[config.mk]
export PLATFORM = sky130hd
export DESIGN_NAME = square_game_logic
export DESIGN_NICKNAME = d
export VERILOG_FILES = /design/src/rtl/square_game_logic.sv
export SDC_FILE = /design/constraint.sdc
export NUM_CORES = 1
export LEC_CHECK = 0
export BUFFER_PORTS_ARGS = -buffer_cell sky130_fd_sc_hd__buf_2
export CAP_MARGIN = 15
export CORE_MARGIN = 2
export CORE_UTILIZATION = 55
export DETAILED_ROUTE_END_ITERATION = 8
export PLACE_DENSITY = 0.8
export REMOVE_ABC_BUFFERS = 1
export SYNTH_ARGS = -nofsm -noshare
export SYNTH_HDL_FRONTEND = slang
export SYNTH_SLANG_ARGS = --single-unit
[constraint.sdc]
create_clock -name clk_25mHz -period 16.3 [get_ports clk_25mHz]
set_input_delay 3.26 -clock clk_25mHz [delete_from_list [all_inputs] [get_ports clk_25mHz]]
set_output_delay 3.26 -clock clk_25mHz [all_outputs]
set_load 0.03 [all_outputs]
[src/rtl/square_game_logic.sv]
// Tilt-steered square chase game: move the player onto a random target and hold it there to score.
// Latency: state updates 1 clk after start; positions/score 1 clk after frame_tick (2 after screenEnd).
// Backpressure: none; free-running per clock, no handshake on any input.
module square_game_logic #(
    parameter int WIDTH       = 640,
    parameter int HEIGHT      = 480,
    parameter int HALF_PLAYER = 25,
    parameter int HALF_TARGET = 30,
    parameter int DEADZONE    = 16,
    parameter int SHIFT       = 6,
    parameter int HOLD_FRAMES = 30,
    parameter int WIN_SCORE   = 5
) (
    input  logic               clk_25mHz,
    input  logic               reset,
    input  logic               screenEnd,
    input  logic signed [11:0] tilt_x,
    input  logic signed [11:0] tilt_y,
    input  logic               BTNU,
    output logic [31:0]        accel_x,
    output logic [31:0]        accel_y,
    output logic [31:0]        target_x,
    output logic [31:0]        target_y,
    output logic [31:0]        game_state,
    output logic [7:0]         score
);

    typedef enum logic [1:0] {
        ST_WIN   = 2'd0,
        ST_PLAY  = 2'd1,
        ST_READY = 2'd2,
        ST_BAD   = 2'd3
    } state_t;

    localparam logic signed [12:0] X_MIN = 13'(HALF_PLAYER);
    localparam logic signed [12:0] X_MAX = 13'(WIDTH - 1 - HALF_PLAYER);
    localparam logic signed [12:0] Y_MIN = 13'(HALF_PLAYER);
    localparam logic signed [12:0] Y_MAX = 13'(HEIGHT - 1 - HALF_PLAYER);
    localparam logic signed [12:0] X_CTR = 13'(WIDTH / 2);
    localparam logic signed [12:0] Y_CTR = 13'(HEIGHT / 2);
    localparam logic signed [12:0] DZ    = 13'(DEADZONE);
    localparam logic signed [12:0] REACH = 13'(HALF_TARGET - HALF_PLAYER);
    localparam logic signed [12:0] HT    = 13'(HALF_TARGET);
    localparam logic signed [12:0] L_LIM = 13'(WIDTH - 1 - 2 * HALF_TARGET);
    localparam logic signed [12:0] M_LIM = 13'(HEIGHT - 1 - 2 * HALF_TARGET);
    localparam logic [15:0]        HOLD_LAST = 16'(HOLD_FRAMES - 1);
    localparam logic [7:0]         WIN_SC    = 8'(WIN_SCORE);

    logic               btn_s1, btn_s2, btn_s3;
    logic               frame_tick;
    logic               start;
    logic [15:0]        lfsr_q;
    state_t             state_q, state_d;
    logic signed [12:0] px_q, py_q, tx_q, ty_q;
    logic signed [12:0] px_d, py_d, tx_d, ty_d;
    logic [15:0]        hold_q, hold_d;
    logic [7:0]         score_q, score_d;
    logic signed [12:0] nx, ny, tx_new, ty_new, lv, mv;
    logic               overlap;
    logic [7:0]         score_inc;

    // Tilt to per-frame step: small readings are noise, larger ones scale down keeping sign.
    function automatic logic signed [12:0] tilt_step(input logic signed [11:0] t);
        logic signed [12:0] t13;
        logic signed [12:0] mag;
        t13 = {t[11], t};
        mag = t13[12] ? -t13 : t13;
        if (mag <= DZ) return '0;
        return t13 >>> SHIFT;
    endfunction

    function automatic logic signed [12:0] clamp(input logic signed [12:0] v,
                                                  input logic signed [12:0] lo,
                                                  input logic signed [12:0] hi);
        if (v < lo) return lo;
        if (v > hi) return hi;
        return v;
    endfunction

    function automatic logic signed [12:0] iabs(input logic signed [12:0] v);
        return v[12] ? -v : v;
    endfunction

    // Button synchroniser, edge detect history, and frame boundary register.
    always_ff @(posedge clk_25mHz or negedge reset) begin
        if (!reset) begin
            btn_s1     <= 1'b0;
            btn_s2     <= 1'b0;
            btn_s3     <= 1'b0;
            frame_tick <= 1'b0;
        end else begin
            btn_s1     <= BTNU;
            btn_s2     <= btn_s1;
            btn_s3     <= btn_s2;
            frame_tick <= screenEnd;
        end
    end

    assign start = btn_s2 & ~btn_s3;

    // Free-running random source for target placement; the seed keeps it off the all-zero lockup.
    always_ff @(posedge clk_25mHz or negedge reset) begin
        if (!reset) lfsr_q <= 16'hACE1;
        else        lfsr_q <= {lfsr_q[14:0], lfsr_q[15] ^ lfsr_q[13] ^ lfsr_q[12] ^ lfsr_q[10]};
    end

    // Candidate motion, overlap test and next target, all derived from current registers.
    always_comb begin
        nx        = clamp(px_q + tilt_step(tilt_x), X_MIN, X_MAX);
        ny        = clamp(py_q + tilt_step(tilt_y), Y_MIN, Y_MAX);
        overlap   = (iabs(nx - tx_q) <= REACH) && (iabs(ny - ty_q) <= REACH);
        score_inc = (score_q == 8'hFF) ? score_q : score_q + 8'd1;
        lv        = {3'b000, lfsr_q[9:0]};
        if (lv > L_LIM) lv = lv - 13'sd512;
        mv        = {4'b0000, lfsr_q[15:7]};
        if (mv > M_LIM) mv = mv - 13'sd128;
        tx_new    = HT + lv;
        ty_new    = HT + mv;
    end

    // Game FSM next state and datapath next values.
    always_comb begin
        state_d = state_q;
        px_d    = px_q;
        py_d    = py_q;
        tx_d    = tx_q;
        ty_d    = ty_q;
        hold_d  = hold_q;
        score_d = score_q;
        case (state_q)
            ST_READY: begin
                px_d = X_CTR;
                py_d = Y_CTR;
                if (start) begin
                    state_d = ST_PLAY;
                    score_d = 8'd0;
                    hold_d  = 16'd0;
                    tx_d    = tx_new;
                    ty_d    = ty_new;
                end
            end
            ST_PLAY: begin
                if (frame_tick) begin
                    px_d = nx;
                    py_d = ny;
                    if (overlap) begin
                        if (hold_q == HOLD_LAST) begin
                            hold_d  = 16'd0;
                            score_d = score_inc;
                            if (score_inc == WIN_SC) begin
                                state_d = ST_WIN;
                            end else begin
                                tx_d = tx_new;
                                ty_d = ty_new;
                            end
                        end else begin
                            hold_d = hold_q + 16'd1;
                        end
                    end else begin
                        hold_d = 16'd0;
                    end
                end
            end
            ST_WIN: begin
                if (start) begin
                    state_d = ST_READY;
                    px_d    = X_CTR;
                    py_d    = Y_CTR;
                end
            end
            default: state_d = ST_READY;
        endcase
    end

    // FSM state register.
    always_ff @(posedge clk_25mHz or negedge reset) begin
        if (!reset) state_q <= ST_READY;
        else        state_q <= state_d;
    end

    // Position, target, hold counter and score registers.
    always_ff @(posedge clk_25mHz or negedge reset) begin
        if (!reset) begin
            px_q    <= X_CTR;
            py_q    <= Y_CTR;
            tx_q    <= '0;
            ty_q    <= '0;
            hold_q  <= 16'd0;
            score_q <= 8'd0;
        end else begin
            px_q    <= px_d;
            py_q    <= py_d;
            tx_q    <= tx_d;
            ty_q    <= ty_d;
            hold_q  <= hold_d;
            score_q <= score_d;
        end
    end

    assign accel_x    = {19'd0, px_q};
    assign accel_y    = {19'd0, py_q};
    assign target_x   = {19'd0, tx_q};
    assign target_y   = {19'd0, ty_q};
    assign game_state = {30'd0, state_q};
    assign score      = score_q;

endmodule

==> After elaboration in Yosys (flattened, before gate mapping) <==
Cells that the tools add are included.
{ "classes": {"addsub": 14, "order_cmp": 10, "n_eq_ne": 12, "n_mux": 62, "bitwise": 5, "n_reduce_logical": 9} }
{ "ops": {"columns": ["op", "count"], "rows": [
  ["$mux 13", 32],
  ["$pmux 13 s3", 2],
  ["$mux 16", 4],
  ["$pmux 13 s2", 2],
  ["$mux 8", 5],
  ["$pmux 16 s2", 1],
  ["$add 13x13->13", 2],
  ["$add 6x13->13 const A", 2],
  ["$le 13x4->1 const B", 2],
  ["$le 13x6->1 const B", 2],
  ["$lt 13x6->1 const B", 2],
  ["$neg 12->13", 2],
  ["$neg 13->13", 2],
  ["$sub 13x13->13", 2],
  ["$add 16x1->16 const B", 1],
  ["$eq 16x5->1 const B", 1],
  ["$pmux 8 s2", 1],
  ["$ne 2x2->1 const B", 7],
  ["$gt 13x10->1 const B", 1],
  ["$gt 13x11->1 const B", 1],
  ["$mux 2", 6],
  ["$reduce_and 6->1", 2],
  ["$sub 10x10->11 const B", 1],
  ["$gt 10x10->1 const B", 1],
  ["18 further kinds", 28]
]} }
{ "word_totals": {"register_bits": 98, "inputBits": 28, "out_inout_bits": 168, "word_cells": 124} }

==> Logic depth before layout (Yosys ltp) <==
{ "logic_depth": {"depth_word": 19, "mapped_depth": 40, "ltp_nobuf": 36} }

==> Worst setup path before layout <==
No wires, ideal clock.
{ "synth_timing": {"path_kind": "input to register", "from": "input tilt_x[0]", "to": "register score_q[4], in the netlist score[4]", "setup_ns": 0.120, "arrival_ns": 11.024, "required_ns": 16.180, "setup_slack_ns": 5.156, "path_stages": 34, "n_path_buf": 0, "path_cell_list": "inv_1 ha_1 and3_1 o221ai_1 o21a_1 o22a_1 nor4_1 nor2b_1 ha_1 fa_1 a21o_1 a21oi_1 nor2_1 o21a_1 o41ai_1 o21ai_0 a21o_1 a21o_1 xnor2_1 o31a_1 o21ai_0 fa_1 nand2b_1 a211oi_1 nor2_1 xor2_1 and3b_1 mux2i_1 o32a_1 or4_1 a311o_1 nor2_1 a21oi_1 a31o_1"} }
{ "synth_between": {"elab_chain_cells": 18, "word_cells_on_any_way": 21, "classes_between": "4 x add/sub; 4 x order compare; 1 x eq/ne; 10 x mux; 2 x reduce/logical"} }
{ "synth_rtl": {"columns": ["element", "line", "source"], "rows": [
  ["from (decl)", "17", "input logic signed [11:0] tilt_x,"],
  ["$neg 12->13", "67", "mag = t13[12] ? -t13 : t13;"],
  ["$mux 13 *", "67", null],
  ["$le 13x6->1 *", "68", "if (mag <= DZ) return '0;"],
  ["$mux 1 *", "68", null],
  ["$mux 13 *", "69", "return t13 >>> SHIFT;"],
  ["$add 13x13->13 *", "109", "nx = clamp(px_q + tilt_step(tilt_x), X_MIN, X_MAX);"],
  ["$gt 13x11->1", "76", "if (v > hi) return hi;"],
  ["$mux 1 (2 in a row)", "76", null],
  ["$mux 13", "77", "return v;"],
  ["$mux 13 *", "76", null],
  ["$sub 13x13->13 *", "111", "overlap = (iabs(nx - tx_q) <= REACH) && (iabs(ny - ty_q) <= REACH);"],
  ["$neg 13->13", "81", "return v[12] ? -v : v;"],
  ["$mux 13 *", "81", null],
  ["$le 13x4->1 *", "111", null],
  ["$logic_and 1x1->1 *", "111", null],
  ["$ne 2x2->1 (no line) *", null, null],
  ["$reduce_and 5->1 (no line) *", null, null],
  ["to (signal assigned)", "196", "score_q <= score_d;"],
  ["to (decl)", "57", "logic [7:0] score_q, score_d;"]
]} }
Every way passes the cells marked *; elsewhere a longest branch is shown, timed or not. The select of a mux whose other input is x is not followed.
A chain may end at the register's enable or synchronous reset.

==> Worst setup path in the final report <==
{ "layout_timing": {"from": "input tilt_x[0]", "to": "register score_q[1], in the netlist score[1]"} }
Same word-level chain as after synthesis.

==> flow_metrics.env <==
export IMPL_status="finished, final reports clean"
export IMPL_slew_headroom_pct=21.6
export IMPL_power_w=0.00130
export IMPL_grt_start_max_net_pins=60
export IMPL_overflow=0
export IMPL_cpMaxStageDelayCell="a22oi_1"
export IMPL_drc_errors=0
export IMPL_grt_pass1_wl_mm=33.9
export IMPL_drt_wl_total_mm=20.5
export IMPL_finalInstanceArea_mm2=0.00969
export IMPL_via_count=7845
export IMPL_dp_hpwl_mm=15.8
export IMPL_ant_nets=0
export IMPL_syn_avg_cell_area_um2=8.56
export IMPL_clkSlewWorstSetupHoldPaths_ns=0.07
export IMPL_irDropWorstVdd_mv=0.0614
export IMPL_synth_seq_area_share_pct=27.0
export IMPL_clkLatencyLatePin_ns=0.36
export IMPL_crit_required_ns=16.55
export IMPL_dpl_instance_area_mm2=0.00940
export IMPL_ys_seq_elements=98
export IMPL_htree_levels=3
export IMPL_hold_path_class="flip-flop to flip-flop"
export IMPL_grt_pass1_vias=6994
export IMPL_powerDensity_mw_per_mm2=134
export IMPL_synth_edff_count=0
export IMPL_crit_buf_inv=2
export IMPL_worstHoldStart="btn_s1"
export IMPL_setup_violations=0
export IMPL_crit_cells=34
export IMPL_drt_iter0_markers=590
export IMPL_cts_made_buffers=9
export IMPL_cts_resized=0
export IMPL_post_cts_setup_buffers=0
export IMPL_cts_tree="done"
export IMPL_critPathTopFamily="compound AO/OA/AOI/OAI gates"
export IMPL_max_cap_viol_count=0
export IMPL_worst_path_max_fanout=14
export IMPL_ys_warn_count=0
export IMPL_rsz0062_at_grt="no"
export IMPL_synthArstFlopShare_pct=100
export IMPL_crit_start="tilt_x[0]"
export IMPL_rr_startpoint="px_q[0]"
export IMPL_die_h_um=133
export IMPL_die_area_mm2=0.0177
export IMPL_synth_flop_cell="dfrtp_1"
export IMPL_finalHoldViolCount=0
export IMPL_drtPass1Iterations=5
export IMPL_worstSetupStartpointType="primary input"
export IMPL_tns_ns=0
export IMPL_slowest_delay_ns=0.92
export IMPL_timing_final_crit_share_pct=75.8
export IMPL_syn_instance_count=1070
export IMPL_clock_root_buffer="clkbuf_16"
export IMPL_cts_hold_buf=0
export IMPL_multi_input_area_mm2=0.00595
export IMPL_hold_depth=0
export IMPL_worstMarginPinSlew_ns=1.18
export IMPL_gp_congestion=0.923
export IMPL_maxSlewViolCount=0
export IMPL_seqCellArea_mm2=0.00247
export IMPL_fin_crit_ns=12.36
export IMPL_cts_buffer_depth=2
export IMPL_path_class="primary input to flip-flop"
export IMPL_viasPerCell=5.69
export IMPL_diodes=0
export IMPL_cp_common_cell="a21o_1"
export IMPL_pin_count=196
export IMPL_antenna_found_initial=0
export IMPL_skew_ns=0.00778
export IMPL_synthesis_area_mm2=0.00916
export IMPL_fin_nets=1254
export IMPL_wl_per_cell_um=14.8
export IMPL_rr_worst_depth=25
export IMPL_cts_sinks=98
export IMPL_start_util_pct=55.8
export IMPL_synth_cell_types=88
export IMPL_fmax_mhz=80.9
export IMPL_area_delta_synth_final_pct=5.82
export IMPL_fillers=1498
export IMPL_cp_arrival_ns=12.62
export IMPL_end_kind="flip-flop"
export IMPL_die_x_um=133
export IMPL_total_leakage_power_nw=4.66
export IMPL_io_buffers=89
export IMPL_core_area_mm2=0.0164
export IMPL_num_rows=47
export IMPL_drive_gt1_share_pct=12.8
export IMPL_grt_use_total_pct=23.2
stage by stage:
step	std cells	setup slack, ns	hold slack [ns]	utilization (%)
global route	1379	3.09	0.354	59.1
floorplan	1052	4.90	0.331	-
finish	1379	3.94	0.349	59.1
global placement	1363	4.07	0.335	57.3
detailed placement	1363	3.70	0.336	57.3
CTS	1379	4.07	0.350	59.1
cell usage after synthesis, types with 6 or more instances:
library cell / n / area (um^2)
inv_1: 63 / 236
buf_2: 7 / 35.0
and2_1: 17 / 106
a21oi_1: 62 / 310
nor3_1: 18 / 90.1
o31ai_1: 8 / 60.1
o21bai_1: 6 / 45.0
dfstp_2: 15 / 394
and3_1: 19 / 119
clkbuf_1: 11 / 41.3
dfrtp_1: 83 / 2080
buf_4: 106 / 796
a211oi_1: 12 / 90.1
nand4_1: 12 / 75.1
nor2b_1: 20 / 125
mux2i_1: 28 / 280
nand3_1: 28 / 140
o21a_1: 11 / 82.6
xor2_1: 21 / 184
o21ai_1: 7 / 35.0
nor2_1: 72 / 270
ha_1: 68 / 851
a21o_1: 20 / 150
a31oi_1: 23 / 144
o22a_1: 7 / 61.3
o211ai_1: 15 / 113
or4_1: 7 / 52.6
nor4_1: 10 / 62.6
nand2b_1: 19 / 119
xnor2_1: 40 / 350
a22o_1: 7 / 61.3
mux2_2: 9 / 101
or3_1: 6 / 37.5
o21ai_0: 39 / 195
a21oi_2: 6 / 52.6
nand2_1: 76 / 285
per-layer routing:
layer	up-vias	share of wire [%]	track usage [%]
met3	26	5.3	3.22
met4	0	1.7	7.35
li1	3831	-	-
met2	252	44	36.2
met1	3736	49	33.4
met5	-	0	0
area by class of cell:
cell class                 count  share of cell area (%)
multi-input combinational    891                    61.4
sequential                    98                    25.5
timing repair buffer          91                    4.78
tap                          220                    2.84
inverter                      63                    2.44
clock buffer                  10                    2.36
clock inverter                 6                   0.684
registers in the layout, summed over array words and instances (netlist names), 2 cells and up:
| signal | flops |
|---|---|
| hold_q | 16 |
| lfsr_q | 16 |
| px_q | 13 |
| py_q | 13 |
| score | 8 |
| state_q | 2 |
| tx_q | 13 |
| ty_q | 13 |
worst paths after layout:
check                           end  slack (ns)
max in group asynchronous  ty_q[12]       12.27
min in group asynchronous  score[4]        2.87
hold / removal               btn_s2        0.35
hold reg to reg              btn_s2        0.35
setup / recovery           score[1]        3.94
setup reg to reg           score[1]        8.36
cell families after synthesis:
| kind of cell | count (synthesis) | synth area share [%] |
|---|---|---|
| multiplexers | 39 | 4.41 |
| XOR/XNOR | 61 | 5.83 |
| other | 1 | 0.0409 |
| flip-flops | 98 | 27.0 |
| adder cells (fa/ha/maj) | 72 | 10.2 |
| AO/OA/AOI/OAI | 279 | 21.6 |
| buffers and inverters | 191 | 12.6 |
| AND/OR/NAND/NOR | 329 | 18.5 |
cells in the final DEF (no fill, tap or decap), types with 28 or more instances in the layout:
| master | netlist | layout |
|---|---|---|
| ha_1 | 68 | 68 |
| conb_1 | 1 | 111 |
| o21ai_0 | 39 | 39 |
| dfrtp_1 | 83 | 83 |
| a21oi_1 | 62 | 62 |
| mux2i_1 | 28 | 28 |
| buf_2 | 7 | 88 |
| xnor2_1 | 40 | 40 |
| nand3_1 | 28 | 28 |
| inv_1 | 63 | 63 |
| nor2_1 | 72 | 72 |
| nand2_1 | 76 | 76 |
power by group:
part	switching, W	internal [W]
Sequential	0.0000333	0.000275
Clock	0.0000985	0.000119
Combinational	0.000503	0.000269
Note: power is estimated with default switching activity, not from simulation.
